<file path="src/rtl/uart_rx_fifo.sv">
// 8N1 UART receiver feeding a circular receive FIFO; the CPU reads the head
// byte and status through rd_data, and each pop consumes one byte.
module uart_rx_fifo #(
    parameter int CLOCK_HZ   = 27_000_000,
    parameter int BAUD       = 115_200,
    parameter int DEPTH_LOG2 = 4
) (
    input  logic        clk,
    input  logic        rst,
    input  logic        rx,
    input  logic        pop,
    output logic [15:0] rd_data,
    output logic        irq
);

    function automatic int round_div(input int num, input int den);
        return (num + den / 2) / den;
    endfunction

    localparam int DIV   = round_div(CLOCK_HZ, BAUD);
    localparam int CNT_W = $clog2(DIV);
    localparam int PTR_W = DEPTH_LOG2 + 1;
    localparam int DEPTH = 1 << DEPTH_LOG2;

    generate
        if (DIV < 4) begin : g_div_check
            $error("uart_rx_fifo: CLOCK_HZ/BAUD must round to at least 4");
        end
    endgenerate

    typedef enum logic [2:0] {
        S_IDLE,
        S_START,
        S_DATA,
        S_STOP,
        S_BREAK
    } state_t;

    state_t             state_q, state_d;
    logic [1:0]         sync_q, sync_d;
    logic [CNT_W-1:0]   cnt_q, cnt_d;
    logic [2:0]         bit_idx_q, bit_idx_d;
    logic [7:0]         shift_q, shift_d;
    logic [PTR_W-1:0]   wr_ptr_q, wr_ptr_d;
    logic [PTR_W-1:0]   rd_ptr_q, rd_ptr_d;
    logic               overrun_q, overrun_d;
    logic               frame_err_q, frame_err_d;
    logic [7:0]         mem_q [DEPTH];

    logic rxs;
    logic cnt_zero;
    logic push;
    logic fe_set;
    logic full;
    logic empty;
    logic do_push;
    logic do_pop;
    logic ovr_set;

    assign rxs      = sync_q[1];
    assign cnt_zero = (cnt_q == '0);
    assign sync_d   = {sync_q[0], rx};

    // State register
    always_ff @(posedge clk or posedge rst) begin
        if (rst) begin
            state_q     <= S_IDLE;
            sync_q      <= 2'b11;
            cnt_q       <= '0;
            bit_idx_q   <= '0;
            wr_ptr_q    <= '0;
            rd_ptr_q    <= '0;
            overrun_q   <= 1'b0;
            frame_err_q <= 1'b0;
        end else begin
            state_q     <= state_d;
            sync_q      <= sync_d;
            cnt_q       <= cnt_d;
            bit_idx_q   <= bit_idx_d;
            wr_ptr_q    <= wr_ptr_d;
            rd_ptr_q    <= rd_ptr_d;
            overrun_q   <= overrun_d;
            frame_err_q <= frame_err_d;
        end
    end

    // Shift register and storage hold data only and are never reset.
    always_ff @(posedge clk) begin
        shift_q <= shift_d;
        if (do_push) begin
            mem_q[wr_ptr_q[DEPTH_LOG2-1:0]] <= shift_q;
        end
    end

    // Next-state logic
    always_comb begin
        state_d = state_q;
        case (state_q)
            S_IDLE:  if (!rxs) state_d = S_START;
            S_START: if (cnt_zero) state_d = rxs ? S_IDLE : S_DATA;
            S_DATA:  if (cnt_zero && bit_idx_q == 3'd7) state_d = S_STOP;
            S_STOP:  if (cnt_zero) state_d = rxs ? S_IDLE : S_BREAK;
            S_BREAK: if (rxs) state_d = S_IDLE;
            default: state_d = S_IDLE;
        endcase
    end

    // Bit timing: half a bit into the start bit, then one full bit per sample.
    always_comb begin
        cnt_d     = cnt_q;
        bit_idx_d = bit_idx_q;
        shift_d   = shift_q;
        case (state_q)
            S_IDLE: begin
                cnt_d     = CNT_W'(DIV / 2);
                bit_idx_d = 3'd0;
            end
            S_START, S_DATA, S_STOP: begin
                cnt_d = cnt_zero ? CNT_W'(DIV - 1) : cnt_q - 1'b1;
                if (state_q == S_DATA && cnt_zero) begin
                    shift_d   = {rxs, shift_q[7:1]};
                    bit_idx_d = bit_idx_q + 3'd1;
                end
            end
            default: ;
        endcase
    end

    // Output strobes
    always_comb begin
        push   = 1'b0;
        fe_set = 1'b0;
        if (state_q == S_STOP && cnt_zero) begin
            push   = rxs;
            fe_set = !rxs;
        end
    end

    // FIFO bookkeeping; a pop on a full FIFO frees the slot the push needs.
    always_comb begin
        empty       = (wr_ptr_q == rd_ptr_q);
        full        = (wr_ptr_q[DEPTH_LOG2] != rd_ptr_q[DEPTH_LOG2]) &&
                      (wr_ptr_q[DEPTH_LOG2-1:0] == rd_ptr_q[DEPTH_LOG2-1:0]);
        do_pop      = pop && !empty;
        do_push     = push && (!full || pop);
        ovr_set     = push && full && !pop;
        wr_ptr_d    = wr_ptr_q + {{DEPTH_LOG2{1'b0}}, do_push};
        rd_ptr_d    = rd_ptr_q + {{DEPTH_LOG2{1'b0}}, do_pop};
        overrun_d   = ovr_set ? 1'b1 : (pop ? 1'b0 : overrun_q);
        frame_err_d = fe_set  ? 1'b1 : (pop ? 1'b0 : frame_err_q);
    end

    assign irq     = !empty;
    assign rd_data = {5'b0, frame_err_q, overrun_q, !empty,
                      empty ? 8'h00 : mem_q[rd_ptr_q[DEPTH_LOG2-1:0]]};

endmodule

</file>
<file path="config.mk">
export PLATFORM = sky130hd
export DESIGN_NAME = uart_rx_fifo
export DESIGN_NICKNAME = d
export VERILOG_FILES = /design/src/rtl/uart_rx_fifo.sv
export SDC_FILE = /design/constraint.sdc
export NUM_CORES = 1
export LEC_CHECK = 0
export CAP_MARGIN = 20
export CORE_ASPECT_RATIO = 1.1
export CORE_MARGIN = 2
export CORE_UTILIZATION = 51
export CTS_CLUSTER_DIAMETER = 100
export DETAILED_ROUTE_END_ITERATION = 8
export MAX_ROUTING_LAYER = met4
export PLACE_DENSITY = 0.65
export SLEW_MARGIN = 20
export SYNTH_ARGS = -nofsm -noshare
export SYNTH_HDL_FRONTEND = slang
export SYNTH_SLANG_ARGS = --single-unit
export TNS_END_PERCENT = 50
</file>
<file path="constraint.sdc">
create_clock -name clk -period 6 [get_ports clk]
set_input_delay 1.5 -clock clk [delete_from_list [all_inputs] [get_ports clk]]
set_output_delay 1.5 -clock clk [all_outputs]
set_load 0.1 [all_outputs]
</file>
Word level (Yosys, flattened, before mapping)
Memory sizes are Yosys's and may differ from the RTL's.
Index checks and enable logic that the tools add are counted.
{"block": "totals", "wordCells": 70, "regBits": 36, "output_inout_bits": 17, "memories": 1, "ramBits": 128}
{"memory": "mem_q", "words": 16, "width": 8, "read_ports": 1, "rd_ports_with_merged_regs": 0, "wr": 1, "line_no": "48", "text": "logic [7:0] mem_q [DEPTH];"}
{"block": "op_classes", "addsub": 4, "eq_ne": 14, "n_reduce_logical": 22, "mux": 20}
{"cell": "$mux 3", "count": 7}
{"cell": "$mux 8", "count": 2}
{"cell": "$pmux 8 s2", "count": 1}
{"cell": "$pmux 3 s5", "count": 1}
{"cell": "$ne 2x2->1 const B", "count": 6}
{"cell": "$add 5x1->5", "count": 2}
{"cell": "$logic_and 1x1->1", "count": 8}
{"cell": "$logic_not 8->1", "count": 1}
{"cell": "$sub 8x1->8 const B", "count": 1}
{"cell": "$mux 1", "count": 7}
{"cell": "$eq 3x2->1 const B", "count": 2}
{"cell": "$eq 3x3->1 const B", "count": 2}
{"cell": "$pmux 3 s2", "count": 1}
{"cell": "$reduce_bool 2->1", "count": 3}
{"cell": "$eq 5x5->1", "count": 1}
{"cell": "$reduce_and 5->1", "count": 1}
{"cell": "$eq 4x4->1", "count": 1}
{"cell": "$logic_not 1->1", "count": 4}
{"cell": "$reduce_and 2->1", "count": 2}
{"cell": "$add 3x1->3 const B", "count": 1}
{"cell": "$eq 3x1->1 const B", "count": 1}
{"cell": "$logic_not 3->1", "count": 1}
{"cell": "$reduce_or 3->1", "count": 1}
{"cell": "$mux 2", "count": 1}
{"cell": "2 further kinds", "count": 2}

Longest topological paths before layout
{"block": "logic_depth", "ltp_word": 7, "depth_mapped": 10}

Worst setup path after synthesis
No wires, ideal clock.
{"block": "synth_timing", "path_type": "flip-flop to output port", "start": "reg rd_ptr_q[1]", "end": "out rd_data[2]", "t_arrival_ps": 2664, "path_slack_ps": 1836, "path_buffers": 2, "path_stages_with_launch": 6, "path_cell_list": "dfrtp_1 > buf_2 > clkbuf_1 > mux4_2 > a22oi_1 > a21oi_1"}
{"block": "synth_via", "elab_chain_cells": 2}
{"element": "start, declared", "line_no": "45", "text": "logic [PTR_W-1:0] rd_ptr_q, rd_ptr_d;"}
{"element": "start signal, assigned", "line_no": "81", "text": "rd_ptr_q <= rd_ptr_d;"}
{"element": "$mem_v2 16x8 / $eq 5x5->1 (equally long branches)"}
{"element": "$mux 8 (*)", "line_no": "155", "text": "empty ? 8'h00 : mem_q[rd_ptr_q[DEPTH_LOG2-1:0]]};"}
{"element": "end, declared", "line_no": "12", "text": "output logic [15:0] rd_data,"}
Every way passes the cells marked *; elsewhere a longest branch is shown, timed or not.

Final worst setup path
{"block": "layout_timing", "start": "reg rd_ptr_q[0]", "end": "out rd_data[8]"}
{"block": "layout_via", "elab_chain_cells": 2}
{"element": "$eq 5x5->1", "line_no": "141", "text": "empty = (wr_ptr_q == rd_ptr_q);"}
{"element": "$logic_not 1->1", "line_no": "154", "text": "assign rd_data = {5'b0, frame_err_q, overrun_q, !empty,"}
No other way between the ends.

==> metrics <==
status=complete, no violations; post-CTS sizing=0; Die X-Extent=114 um; Avg Cell Area, Syn=17.6 sq um; met2 WL post-DR=6470 um; post-synthesis sequential area ratio=0.708; VDD IR-drop max=0.274 mV; Crit. End Element=output port; number of global-route vias before repair=3,496; Post-Layout Inst Area=7590 sq um; crit path time final=5040 ps; #FFs+latches synth=164; Port Buffer Count=15; fillers=1,006; Setup Fix Bufs, Post-CTS=0; post-synthesis cell type count=51; synth cell count leaders=edfxtp_1 (136), mux4_2 (32), dfrtp_1 (26); clock tree sinks=164; # placed instances=542; Hold Path Origin=sync_q[0]; DP Wirelength=8240 um; grt ovf=0; Worst-Margin Slew=1060 ps; Worst-Skew Late Latency=430 ps; WL per Instance=22.3 um; via count=3,486; final hold slack=355 ps; pin count of the biggest net entering global routing=29; Post-synth EDFFs=136; Core Rows=44; Setup Slack @ Placement=1350 ps; top_reg_cell synth=edfxtp_1; Max Clock Skew=17.5 ps; Area growth syn-to-layout=12.3%; cell count after synthesis=385; reg-to-reg slack, setup=3140 ps; placed cell area=7010 sq um; initial antenna violation count=0; endpoints failing hold=0; leading area contributor after synthesis=edfxtp_1; Max Used Layer=met4; Final period util=0.840; worst r2r src=cnt_q[0]; Lkg Pwr=2.52 nW; Worst Path Arrival=3540 ps; Multi-input gate area=1780 sq um; YS warnings=0; Tightest Hold Check Type=flip-flop to flip-flop; Tot Pwr=3.46 mW; Vias per Instance=6.07; GRT Util Overall=0.202; DRC Markers=0; CTS Hold Bufs=0; gpl congestion=0.791; register area=4790 sq um; most frequent cell after synthesis=edfxtp_1; Startpoint Class=flip-flop; synthesized area=6760 sq um; Final Util=0.580; synth top area cells=edfxtp_1 (60%), mux4_2 (11%), dfrtp_1 (9.6%); Slew headroom=0.291; clock-pin slew on the worst setup and hold paths=60 ps; met3 routed WL=492 um; NumNets Final=411; asr flop ratio synth=0.171; Starting Density=0.516; Met1 Routed Length=5650 um; Max Cap Viol=0; TNS Setup=0 ps; Post-Route WL=12,800 um; DRT antenna net count=0; maximum buffer depth of the clock tree=2; Pwr Density=455 nW/um^2; first-pass GRT wire length=20,300 um; area of the die=14,200 sq um; drt pass-1 iters=4; CP max FO=18; top-area cell type share of the netlist area=0.604; Crit Path Category=flip-flop to output port; Slew Viols, Final=0; core footprint=13,100 sq um; die span in y=125 um; total CTS buffers=17; layout cells sized above 1=0.208; Detailed Route Iter0 Violations=352; Root Buffer=clkbuf_16; Finish-stage setup viols=0; Ant. Diodes=0; launch point of the critical path=rd_ptr_q[0]; RSZ-0062 raised after global routing=no; CTS tree=yes; H-tree levels=4; I/O Pins=21; Final WS setup=961 ps; Fmax achieved=0.198 GHz; Finished Layout Cells=574; Worst Path Required=4500 ps
-- state kept, by name, summed over array words and instances, names as in the netlist --
register,cells
cnt_q,8
shift_q,8
frame_err_q,1
state_q,3
sync_q,2
rd_ptr_q,5
bit_idx_q,3
overrun_q,1
wr_ptr_q,5
mem_q,128
-- cell type report --
class,count,share of cell area
Sequential cell,164,0.630
Multi-Input combinational cell,183,0.234
Clock buffer,18,0.0565
Timing Repair Buffer,22,0.0283
Tap cell,161,0.0265
Clock inverter,14,0.0180
Inverter,12,0.00593
-- worst max-delay path, cell delays in order, from the launching register on --
cell	delay, ps
dfrtp_2	780
xnor2_1	190
nand4_1	310
nor2b_1	690
inv_1	130
clkdlybuf4s50_1	1000
-- metal layers --
metal	GRT usage	up-vias
met4	0.0624	0
met3	0.0526	17
met5	-	-
met1	0.274	1843
met2	0.305	81
li1	-	1545
-- worst paths after layout --
kind	endpoint	depth (start not counted)
min in group asynchronous	cnt_q[2]	3
min	sync_q[1]	0
min reg2reg	sync_q[1]	0
max	rd_data[8]	5
max in group asynchronous	sync_q[1]	3
max reg2reg	mem_q[0][5]	6
-- placed cells by master (no fill, tap or decap), types with 3 or more instances in the layout --
master             n
a21oi_1           15
a22oi_1           16
buf_4              6
clkbuf_16         17
clkdlybuf4s50_1   15
clkinv_1           4
clkinv_4           3
conb_1             5
dfrtp_1           25
edfxtp_1         136
ha_1               7
inv_1             12
mux4_2            32
nand2_1            9
nand3_1           13
nand4_1            4
nor2_1            19
nor2b_1            5
nor3_1             5
nor3_2             3
nor4_4             3
o21ai_0            6
xnor2_1            9
-- kinds of logic (layout without fill, tap and decap cells) --
| kind of cell | Yosys count | after routing | synth area share |
|---|---|---|---|
| AO/OA/AOI/OAI | 53 | 53 | 0.0559 |
| multiplexers | 32 | 32 | 0.107 |
| buffers and inverters | 42 | 66 | 0.0359 |
| XOR/XNOR | 11 | 11 | 0.0142 |
| flip-flops | 164 | 164 | 0.708 |
| AND/OR/NAND/NOR | 75 | 75 | 0.0661 |
| adder cells (fa/ha/maj) | 7 | 7 | 0.0130 |
| other | 1 | 5 | 0.000555 |
-- where the power goes --
part / internal, mW / switching, mW / leakage (nW)
Clock: 0.608 / 0.418 / 0.275
Sequential: 1.24 / 0.0728 / 1.57
Combinational: 0.380 / 0.741 / 0.672
Total: 2.23 / 1.23 / 2.52
No activity file was read; power rests on OpenSTA's default activity.
